==> config.mk <==
export PLATFORM = sky130hd
export DESIGN_NAME = arith_op_sequencer
export DESIGN_NICKNAME = d
export VERILOG_FILES = /design/src/rtl/arith_pkg.sv /design/src/rtl/arith_op_sequencer.sv
export SDC_FILE = /design/constraint.sdc
export NUM_CORES = 1
export LEC_CHECK = 0
export CAP_MARGIN = 20
export CELL_PAD_IN_SITES_DETAIL_PLACEMENT = 0
export CELL_PAD_IN_SITES_GLOBAL_PLACEMENT = 1
export CORE_MARGIN = 2
export CORE_UTILIZATION = 39
export CTS_CLUSTER_SIZE = 16
export DETAILED_ROUTE_END_ITERATION = 10
export HOLD_SLACK_MARGIN = 0.03
export PLACE_DENSITY_LB_ADDON = 0.1
export SLEW_MARGIN = 20
export SYNTH_ARGS = -nofsm -noshare
export SYNTH_HDL_FRONTEND = slang
export SYNTH_SLANG_ARGS = --single-unit
==> constraint.sdc <==
create_clock -name Clk -period 5.4 [get_ports Clk]
set_input_delay 1.35 -clock Clk [delete_from_list [all_inputs] [get_ports Clk]]
set_output_delay 1.35 -clock Clk [all_outputs]
set_load 0.1 [all_outputs]
==> src/rtl/arith_pkg.sv <==
// Shared types for the arithmetic op sequencer and its unit.
// Opcodes, FSM states, op-count sizing and a clamp helper.
package arith_pkg;

  localparam int MAX_OPS_DEF = 8;
  localparam int NUMOPS_W    = 4;

  typedef enum logic [1:0] {
    OP_ADD    = 2'd0,
    OP_SUB    = 2'd1,
    OP_MUL    = 2'd2,
    OP_PASS_A = 2'd3
  } au_op_t;

  typedef enum logic [2:0] {
    S_IDLE,
    S_ISSUE,
    S_WAIT,
    S_CAPTURE,
    S_DONE
  } seq_state_t;

  // Requested counts above the run limit are cut down to it.
  function automatic logic [NUMOPS_W-1:0] clamp_ops(
    input logic [NUMOPS_W-1:0] n,
    input int unsigned         lim
  );
    logic [NUMOPS_W-1:0] l;
    l = lim[NUMOPS_W-1:0];
    return (n > l) ? l : n;
  endfunction

endpackage

==> src/rtl/arith_op_sequencer.sv <==
// Issues a packed opcode list to the arithmetic unit, chaining results.
// Optional step outputs: define ARITH_SEQ_STEP_OUT_EN.
module arith_op_sequencer
  import arith_pkg::*;
#(
  parameter int WIDTH      = 16,
  parameter int MAX_OPS    = MAX_OPS_DEF,
  parameter int AU_LATENCY = 1
) (
  input  logic                 Clk,
  input  logic                 Reset,
  input  logic                 Start,
  input  logic [WIDTH-1:0]     OpA,
  input  logic [WIDTH-1:0]     OpB,
  input  logic [2*MAX_OPS-1:0] OpCodes,
  input  logic [NUMOPS_W-1:0]  NumOps,
  output logic [WIDTH-1:0]     AuA,
  output logic [WIDTH-1:0]     AuB,
  output logic [1:0]           AuOpCode,
  input  logic [WIDTH-1:0]     AuResult,
  output logic [WIDTH-1:0]     Result,
  output logic                 Busy,
  output logic                 Done
`ifdef ARITH_SEQ_STEP_OUT_EN
  ,
  output logic [WIDTH-1:0]     StepResult,
  output logic                 StepValid
`endif
);

  localparam int CW =
    (AU_LATENCY < 2) ? 1 : $clog2(AU_LATENCY + 1);
  localparam logic [CW-1:0] CNT_LOAD = CW'(AU_LATENCY);

  seq_state_t state_q, state_d;

  logic [WIDTH-1:0]     acc_q, acc_d;
  logic [WIDTH-1:0]     opb_q, opb_d;
  logic [2*MAX_OPS-1:0] ops_q, ops_d;
  logic [NUMOPS_W-1:0]  num_q, num_d;
  logic [NUMOPS_W-1:0]  k_q, k_d;
  logic [CW-1:0]        cnt_q, cnt_d;
  logic [WIDTH-1:0]     aua_q, aua_d;
  logic [WIDTH-1:0]     aub_q, aub_d;
  au_op_t               auop_q, auop_d;
  logic [WIDTH-1:0]     res_q, res_d;
  logic                 done_q, done_d;

  logic [NUMOPS_W-1:0]  num_clamped;
  logic [NUMOPS_W-1:0]  k_next;
  logic [1:0]           op_sel;

  assign num_clamped = clamp_ops(NumOps, MAX_OPS);
  assign k_next      = k_q + 1'b1;

  // Pick the opcode slot addressed by the current op index.
  always_comb begin
    op_sel = 2'b00;
    for (int i = 0; i < MAX_OPS; i++) begin
      if (k_q == NUMOPS_W'(i)) op_sel = ops_q[2*i +: 2];
    end
  end

  // State register.
  always_ff @(posedge Clk or posedge Reset) begin
    if (Reset) state_q <= S_IDLE;
    else       state_q <= state_d;
  end

  // Next-state logic.
  always_comb begin
    state_d = state_q;
    unique case (state_q)
      S_IDLE: begin
        if (Start) begin
          if (num_clamped == '0) state_d = S_DONE;
          else                   state_d = S_ISSUE;
        end
      end
      S_ISSUE:   state_d = S_WAIT;
      S_WAIT: begin
        if (cnt_q == CW'(1)) state_d = S_CAPTURE;
      end
      S_CAPTURE: begin
        if (k_next == num_q) state_d = S_DONE;
        else                 state_d = S_ISSUE;
      end
      S_DONE:    state_d = S_IDLE;
      default:   state_d = S_IDLE;
    endcase
  end

  // Outputs driven from state and registered datapath.
  always_comb begin
    Busy     = (state_q != S_IDLE);
    Done     = done_q;
    Result   = res_q;
    AuA      = aua_q;
    AuB      = aub_q;
    AuOpCode = auop_q;
  end

  // Datapath next values: latch run, issue, count down, capture.
  always_comb begin
    acc_d  = acc_q;
    opb_d  = opb_q;
    ops_d  = ops_q;
    num_d  = num_q;
    k_d    = k_q;
    cnt_d  = cnt_q;
    aua_d  = aua_q;
    aub_d  = aub_q;
    auop_d = auop_q;
    res_d  = res_q;
    done_d = 1'b0;
    unique case (state_q)
      S_IDLE: begin
        if (Start) begin
          acc_d = OpA;
          opb_d = OpB;
          ops_d = OpCodes;
          num_d = num_clamped;
          k_d   = '0;
        end
      end
      S_ISSUE: begin
        aua_d  = acc_q;
        aub_d  = opb_q;
        auop_d = au_op_t'(op_sel);
        cnt_d  = CNT_LOAD;
      end
      S_WAIT: begin
        cnt_d = cnt_q - 1'b1;
      end
      S_CAPTURE: begin
        acc_d = AuResult;
        k_d   = k_next;
      end
      S_DONE: begin
        res_d  = acc_q;
        done_d = 1'b1;
      end
      default: ;
    endcase
  end

  // Datapath registers; reset clears everything, including Result.
  always_ff @(posedge Clk or posedge Reset) begin
    if (Reset) begin
      acc_q  <= '0;
      opb_q  <= '0;
      ops_q  <= '0;
      num_q  <= '0;
      k_q    <= '0;
      cnt_q  <= '0;
      aua_q  <= '0;
      aub_q  <= '0;
      auop_q <= OP_ADD;
      res_q  <= '0;
      done_q <= 1'b0;
    end else begin
      acc_q  <= acc_d;
      opb_q  <= opb_d;
      ops_q  <= ops_d;
      num_q  <= num_d;
      k_q    <= k_d;
      cnt_q  <= cnt_d;
      aua_q  <= aua_d;
      aub_q  <= aub_d;
      auop_q <= auop_d;
      res_q  <= res_d;
      done_q <= done_d;
    end
  end

`ifdef ARITH_SEQ_STEP_OUT_EN
  logic [WIDTH-1:0] step_q;
  logic             stepv_q;

  // Per-op result tap, valid the cycle after each capture.
  always_ff @(posedge Clk or posedge Reset) begin
    if (Reset) begin
      step_q  <= '0;
      stepv_q <= 1'b0;
    end else begin
      stepv_q <= (state_q == S_CAPTURE);
      if (state_q == S_CAPTURE) step_q <= AuResult;
    end
  end

  assign StepResult = step_q;
  assign StepValid  = stepv_q;
`endif

endmodule

## Word-level counts from Yosys, hierarchy flattened

Index checks and enable logic that the tools add are counted.

- Register bits: 111
- Bits of input ports: 71
- Output and inout bits: 52
- Logic and storage cells: 58

- Add/sub/neg operators: 2
- Order comparisons: 1
- Equality and inequality tests: 14
- Mux-type cells: 20
- Reductions and logical operators: 9

Operators by type and width:

| cell | number |
|---|---|
| $pmux W16 S2 | 1 |
| $eq A4 B3 Y1 const B | 4 |
| $mux W16 | 1 |
| $mux W2 | 8 |
| $mux W3 | 4 |
| $pmux W3 S4 | 1 |
| $eq A4 B2 Y1 const B | 2 |
| $logic_not A4 Y1 | 2 |
| $mux W4 | 2 |
| $pmux W4 S2 | 1 |
| $eq A3 B2 Y1 const B | 2 |
| $reduce_and A2 Y1 | 3 |
| $add A4 B1 Y4 const B | 1 |
| $eq A4 B1 Y1 const B | 1 |
| $eq A4 B4 Y1 | 1 |
| $gt A4 B4 Y1 const B | 1 |
| $ne A2 B2 Y1 const B | 2 |
| $reduce_bool A2 Y1 | 2 |
| $eq A3 B1 Y1 const B | 1 |
| $eq A3 B3 Y1 const B | 1 |
| $logic_not A3 Y1 | 1 |
| $reduce_bool A3 Y1 | 1 |
| $pmux W1 S2 | 1 |
| $mux W1 | 1 |
| $sub A1 B1 Y1 const B | 1 |

## Longest topological paths before layout

Gate-level depths: netlist (run 1).

- Depth in word-level cells: 9
- Mapped depth: 6
- Mapped depth without buffers: 6

## Worst setup path before layout (run 1)

OpenSTA, ideal clock, no wires.

- Path type: reg-to-output
- Start: reg state_q[0]
- End: out Busy
- Data arrival time: 1260 ps
- Required time: 4050 ps
- Setup slack: 2790 ps
- Cell stages (with the launch flop): 3
- Path buffers: 1
- Cells stage by stage: dfrtp_1 buf_6 or3_1

- Longest elaborated chain between the ends: 1

RTL lines:

| what | RTL line | text |
|---|---|---|
| start, declared | arith_op_sequencer.sv:35 | `seq_state_t state_q, state_d;` |
| start signal, assigned | arith_op_sequencer.sv:67 | `else state_q <= state_d;` |
| $reduce_bool A3 Y1 | arith_op_sequencer.sv:95 | `Busy = (state_q != S_IDLE);` |
| end, declared | arith_op_sequencer.sv:22 | `output logic Busy,` |

Every way passes these cells.

## Worst setup path in the final report (run 1)

Same ends and word-level chain as after synthesis.

==> flow_summary.ini, run 1 <==
[grt]
grt_pass1_wl_um = 16400
grtUsageTotal_pct = 16.4
first_global_vias = 3242
antenna_found_initial = 0
grt-ovfl-total = 0
grt_max_degree = 61

[setup_path]
slowest_delay_ns = 0.99
crit_fanout = 11
cp_num_cells = 2
reg2reg_to = AuOpCode[0]
cp_top_family = buffers and inverters
crit_required_ns = 4.05
cpMaxStageDelayCell = clkdlybuf4s50_1
crit_path_start_kind = flop
arrival_ns = 2.28
r2r-start = state_q[0]
path_cells = or3_1 > clkdlybuf4s50_1
rrSetupSlack_ns = 2.97
cp_num_buf_inv = 1
crit_type = reg2out
cp-end-kind = primary output
r2r_cells = 5

[place]
dp_hpwl_um = 6540
globalplace.congestion = 0.757
io_buffers = 122

[clock_network]
h-tree-depth = 3
post_cts_buffers = 0
cts_hold_buffers = 0
numCtsBuffers = 9
root_buffer = clkbuf_16
clk_path_buf_depth = 2
tritoncts = yes
clock_latency_ns = 0.35
clk_pin_slew_ns = 0.07
cts_sinks = 111
ctsResizeCount = 0

[yosys]
syn_inst = 346
yosysWarnings = 0
syn_nets = 421
ys_types = 42
synth_top_area_share_pct = 59.2
synth_area_leaders = dfrtp_1, mux2_2, mux2i_1, o21ai_1, nand2_1
synth-edff-count = 0
yosysSeqAreaShare_pct = 59.2
synth_area_mm2 = 0.00470
synth_seq_cells = 111
synth_area_leader_cell = dfrtp_1
syn_area_per_cell_um2 = 13.6
synth_flop_cell = dfrtp_1
async_flop_share_pct = 100

[finish]
syn2layout_area_growth_pct = 33.5
fill_cells = 1081
final_cell_mix = clkdlybuf4s50_1, dfrtp_1, mux2_2
final_common_cell = clkdlybuf4s50_1
n_antenna_cell = 0
drive_above_1_share_pct = 21.8
finalNetCount = 538

[sta]
finalCriticalPeriod_ns = 3.63
grt_setup_unrepaired = false
tightest_slew_ns = 1.03
fmax_mhz = 276
finalSetupViolations = 0
relSlewSlack_pct = 31.3
hold_violations = 0
fin_setup_tns_ns = 0
fin_skew_ns = 0.00641
min_period_over_period_pct = 67.2
slew_violations = 0

[floorplan]
fp.dieArea_mm2 = 0.0129
die-width_um = 114
die_h_um = 114
core_mm2 = 0.0119
rows = 40
initial_utilization_pct = 39.6
num_io_pins = 123

[detailed_routing]
drt-initial-drc-count = 124
viasPerCell = 4.98
routed_wl_um = 9770
route.antenna.remaining_nets = 0
vias = 3065
drc_errors = 0
firstDrtPassIters = 5
wire_per_inst_um = 15.9

[hold_path]
hold_path_end = AuB[5]
min_delay_path_depth = 1
hp-start = opb_q[5]
hp-class = reg2reg

[status]
status = finished, final reports clean

[run]
cap_violations = 0
## through the flow
step	std cells	setup WS (ns)	hold slack [ns]	area, um2	utilization (%)
6_report	615	1.77	0.501	6270	52.8
3_3_place_gp	599	2.15	0.484	6010	50.7
4_1_cts	615	1.73	0.506	6270	52.8
2_1_floorplan	346	1.12	0.473	4700	-
5_1_grt	615	1.67	0.517	6270	52.8
3_5_place_dp	599	2.14	0.490	6010	50.7
## per-layer routing
| metal | routed length (um) | global-route usage [%] | vias to the layer above |
|---|---|---|---|
| li1 | - | - | 1447 |
| met1 | 4260 | 20.5 | 1521 |
| met2 | 4530 | 25.4 | 91 |
| met3 | 886 | 8.24 | 6 |
| met4 | 94 | 4.15 | 0 |
| met5 | 0 | 0 | - |
## sequential cells by signal, summed over array words and instances (netlist names)
register / cells
AuOpCode: 2
Result: 16
cnt_q: 1
k_q: 4
ops_q: 16
opb_q: 16
AuB: 16
acc_q: 16
state_q: 3
Done: 1
AuA: 16
num_q: 4
## cell families (layout without fill, tap and decap cells)
family                     after synthesis  in the layout  synth area share, %
and+or+nand+nor                         49             49                 5.92
muxes                                   95             95                 22.4
xor gates and xnor gates                 6              6                 1.41
DFF                                    111            111                 59.2
adders and majority gates                4              4                 1.07
buffers and inverters                   32            154                 3.92
AOI/OAI and AO/OA                       49             49                 6.18
## synthesized netlist by cell type, types with 3 or more instances
cell type / count
o21ai_1: 19
o21ai_0: 9
nand3b_1: 5
xnor2_1: 3
dfrtp_1: 111
inv_1: 10
a221oi_1: 3
buf_2: 9
nand2_1: 21
mux2i_1: 16
clkbuf_1: 5
mux2_2: 79
a21oi_1: 6
buf_6: 6
nor2_1: 6
o31ai_1: 3
ha_1: 4
## cell type report
cell class / instances / area (um2) / share of cell area, %
repair buffers: 128 / 1270 / 20.2
clock buffers: 12 / 236 / 3.77
well taps: 147 / 184 / 2.93
inverters: 10 / 40.0 / 0.639
multi-input cells: 203 / 1740 / 27.8
clock inverters: 4 / 22.5 / 0.359
flip-flops and latches: 111 / 2780 / 44.3
## worst max path at each step
| stage | startpoint | end |
|---|---|---|
| floorplan | Reset | AuA[0] |
| CTS | state_q[0] | Busy |
| detailed placement | state_q[0] | Busy |
| global placement | state_q[0] | Busy |
| global route | state_q[1] | Busy |
| finish | state_q[0] | Busy |
Power of run 1 is not shown: default switching activity piles up to over one toggle a cycle in this logic, so the estimate is an artifact.
==> run 2: changes to the inputs <==
Settings changed: CORE_UTILIZATION 39 to 35.
Clock period 5.4 ns to 3.1 ns, I/O delays scaled along.
==> run 2 against run 1 <==
  * First-iteration DRC count up 15%
  * Non-clock buffer count unchanged
  * Die area grew 11%
  * Sequential cell count unchanged
  * Final cell count is 4.7% higher
  * Register-to-register slack got worse by 1.8 ns
  * Routed wire length increased by 2.8%
  * Highest routed layer unchanged
==> flow_summary.ini, run 2 (synthesis results as in run 1) <==
[setup_path]
arrival_ns = 1.53
crit_type = reg2out
crit_fanout = 11
crit_path_start_kind = flop
crit_required_ns = 2.32
cp-end-kind = primary output

[detailed_routing]
routed_wl_um = 10000
drc_errors = 0
firstDrtPassIters = 4
wire_per_inst_um = 15.6
route.antenna.remaining_nets = 0
vias = 3043
drt-initial-drc-count = 143
viasPerCell = 4.73

[clock_network]
clock_latency_ns = 0.35
h-tree-depth = 3
root_buffer = clkbuf_16
ctsResizeCount = 0
post_cts_buffers = 0
clk_pin_slew_ns = 0.07
numCtsBuffers = 9
cts_hold_buffers = 0
cts_sinks = 111
tritoncts = yes
clk_path_buf_depth = 2

[status]
status = finished, final reports clean

[grt]
grt_use_met2_pct = 22.8
antenna_found_initial = 0
busiest_layer = met2
first_global_vias = 3177
grt_max_degree = 86
gr-usage-met1_pct = 18.9
grt.met3_usage_pct = 7.22
grtUsageTotal_pct = 14.9
grt_pass1_wl_um = 16400
grt-ovfl-total = 0

[sta]
setup_ws_ns = 0.797
tightest_slew_ns = 0.467
finalSetupViolations = 0
slew_violations = 0
finalCriticalPeriod_ns = 2.30
fin_setup_tns_ns = 0
min_period_over_period_pct = 74.3
fin_skew_ns = 0.00579
relSlewSlack_pct = 68.9
grt_setup_unrepaired = false
fmax_mhz = 434
hold_violations = 0

[floorplan]
num_io_pins = 123
die_h_um = 120
rows = 42
die-width_um = 120
fp.dieArea_mm2 = 0.0144
initial_utilization_pct = 35.6
core_mm2 = 0.0132

[place]
io_buffers = 122
pre_cts_ws_ns = 0.691
dp_hpwl_um = 6810
globalplace.congestion = 0.693
placed_cells = 628

[finish]
n_antenna_cell = 0
drive_above_1_share_pct = 33.5
finalNetCount = 538
final_cells = 644
fill_cells = 1197
regArea_mm2 = 0.00278
utilization_pct = 47.4
final_common_cell = dfrtp_1
final_cell_mix = dfrtp_1, mux2_2, clkdlybuf4s50_1
multi_input_area_mm2 = 0.00174
syn2layout_area_growth_pct = 33.1

[hold_path]
hp-class = reg2reg

[run]
cap_violations = 0
run 2: cell count changes in the layout (fill, tap and decap cells not counted), sizes merged:
| cell | delta |
|---|---|
| clkbuf | -3 |
| bufinv | +1 |
| buf | +52 |
| clkinvlp | +2 |
| clkdlybuf4s50 | -52 |
run 2: cell type report:
class	instances	share of cell area, %
sequential	111	44.4
multi-input combinational	203	27.8
timing repair buffer	128	18.8
clock buffer	9	3.60
tap	176	3.52
clock inverter	7	1.16
inverter	10	0.661
run 2: final timing paths:
kind                            start          end  slack [ns]  cells past startpoint
max                        state_q[1]         Busy        0.80                      2
min reg2reg                  opb_q[5]       AuB[5]        0.50                      1
max in group asynchronous       Reset     ops_q[5]        1.83                      3
min in group asynchronous       Reset      AuA[14]        0.87                      3
min                          opb_q[5]       AuB[5]        0.50                      1
max reg2reg                    k_q[0]  AuOpCode[0]        1.22                      5
run 2: critical path: stages (launching register included):
cell,delay (ns)
dfrtp_1,0.53
or3_1,0.40
buf_4,0.24
run 2: per-layer routing:
layer	vias up	wire length, um
met3	9	890
met4	0	112
li1	1461	-
met5	-	0
met2	91	4590
met1	1482	4450
run 2: per-stage QoR:
step           hold slack, ns  cell area (um2)
2_1_floorplan           0.473             4700
6_report                0.501             6250
5_1_grt                 0.527             6250
3_5_place_dp            0.491             5950
4_1_cts                 0.508             6250
3_3_place_gp            0.484             5950
Power of run 2 is left out for the same reason.
==> run 3: changes to the inputs <==
Settings changed: CORE_UTILIZATION 35 to 39.
Clock period 3.1 ns to 2.3 ns, I/O delays scaled along.
==> run 3 against run 2 <==
  * Count of clock-buffer cells in the layout rose by 4
  * Setup slack got worse by 0.63 ns
  * Die area down 9.9%
  * Final area grew 0.30%
  * First-iteration DRC count increased by 11%
  * Register-to-register slack worse by 0.76 ns
==> flow_summary.ini, run 3 (synthesis results as in run 1) <==
[clock_network]
root_buffer = clkbuf_16
tritoncts = yes
post_cts_buffers = 0
h-tree-depth = 3
cts_hold_buffers = 0
ctsResizeCount = 0
clk_path_buf_depth = 2
numCtsBuffers = 9
clk_pin_slew_ns = 0.06
cts_sinks = 111
clock_latency_ns = 0.34

[finish]
drive_above_1_share_pct = 33.4
finalNetCount = 540
syn2layout_area_growth_pct = 33.5
final_cell_mix = dfrtp_1, mux2_2, clkdlybuf4s50_1
n_antenna_cell = 0
fin_area_mm2 = 0.00627
utilization_pct = 52.9
final_common_cell = dfrtp_1

[grt]
grt_max_degree = 57
grt-ovfl-total = 0
grtUsageTotal_pct = 15.7
first_global_vias = 2999
grt_pass1_wl_um = 15700
antenna_found_initial = 0

[floorplan]
num_io_pins = 123
die_h_um = 114
die-width_um = 114
initial_utilization_pct = 39.6
core_mm2 = 0.0119
fp.dieArea_mm2 = 0.0129
rows = 40

[setup_path]
crit_fanout = 11
path_cells = or3_1 > buf_12
crit_required_ns = 1.73
cp_top_family = flip-flops
cpMaxStageDelayCell = dfrtp_1
cp-end-kind = primary output
arrival_ns = 1.56
crit_path_start_kind = flop
crit_type = reg2out
slowest_delay_ns = 0.53
cp_num_buf_inv = 1

[place]
globalplace.congestion = 0.725
dp_hpwl_um = 6550
placed_cell_area_mm2 = 0.00594
io_buffers = 122

[sta]
grt_setup_unrepaired = false
finalCriticalPeriod_ns = 2.13
whs_ns = 0.471
fmax_mhz = 469
tightest_slew_ns = 0.425
fin_skew_ns = 0.00529
relSlewSlack_pct = 71.7
fin_setup_tns_ns = 0
min_period_over_period_pct = 92.7
slew_violations = 0
hold_violations = 0
finalSetupViolations = 0

[run]
cap_violations = 0

[status]
status = finished, final reports clean

[detailed_routing]
wire_per_inst_um = 15.5
routed_wl_um = 9570
viasPerCell = 4.89
route.antenna.remaining_nets = 0
drc_errors = 0
vias = 3019
drt-initial-drc-count = 159
firstDrtPassIters = 4

[hold_path]
hp-class = in2async
==> run 3: path summary, 6_finish.rpt <==
check                      startpoint          end  slack [ns]  cells past startpoint
max reg2reg                    k_q[0]  AuOpCode[0]        0.46                      5
max                        state_q[0]         Busy        0.17                      2
min in group Clk            opb_q[12]      AuB[12]        0.50                      1
max in group asynchronous       Reset      AuB[10]        1.33                      3
min reg2reg                 opb_q[12]      AuB[12]        0.50                      1
min                             Reset         Done        0.47                      2
==> run 3: routing by layer <==
metal | up-vias | GRT usage (%) | part of all wire, %
met3 | 6 | 7.60 | 8.6
met2 | 88 | 24.6 | 48
met1 | 1461 | 19.7 | 42
met4 | 0 | 3.90 | 0.60
li1 | 1464 | - | -
met5 | - | 0 | 0
==> run 3: through the flow <==
step	setup WS [ns]	instances
3_5_place_dp	0.113	601
6_report	0.168	617
4_1_cts	0.155	617
3_3_place_gp	0.147	601
5_1_grt	0.109	617
2_1_floorplan	0.382	346
==> run 3: layout make-up <==
cell class	count	area [um2]
Tap cell	147	184
Timing Repair Buffer	130	1200
Fill cell	1011	5590
Clock inverter	3	65.1
Clock buffer	13	260
Multi-Input combinational cell	203	1740
Sequential cell	111	2780
Inverter	10	41.3
Power of run 3 is left out for the same reason.
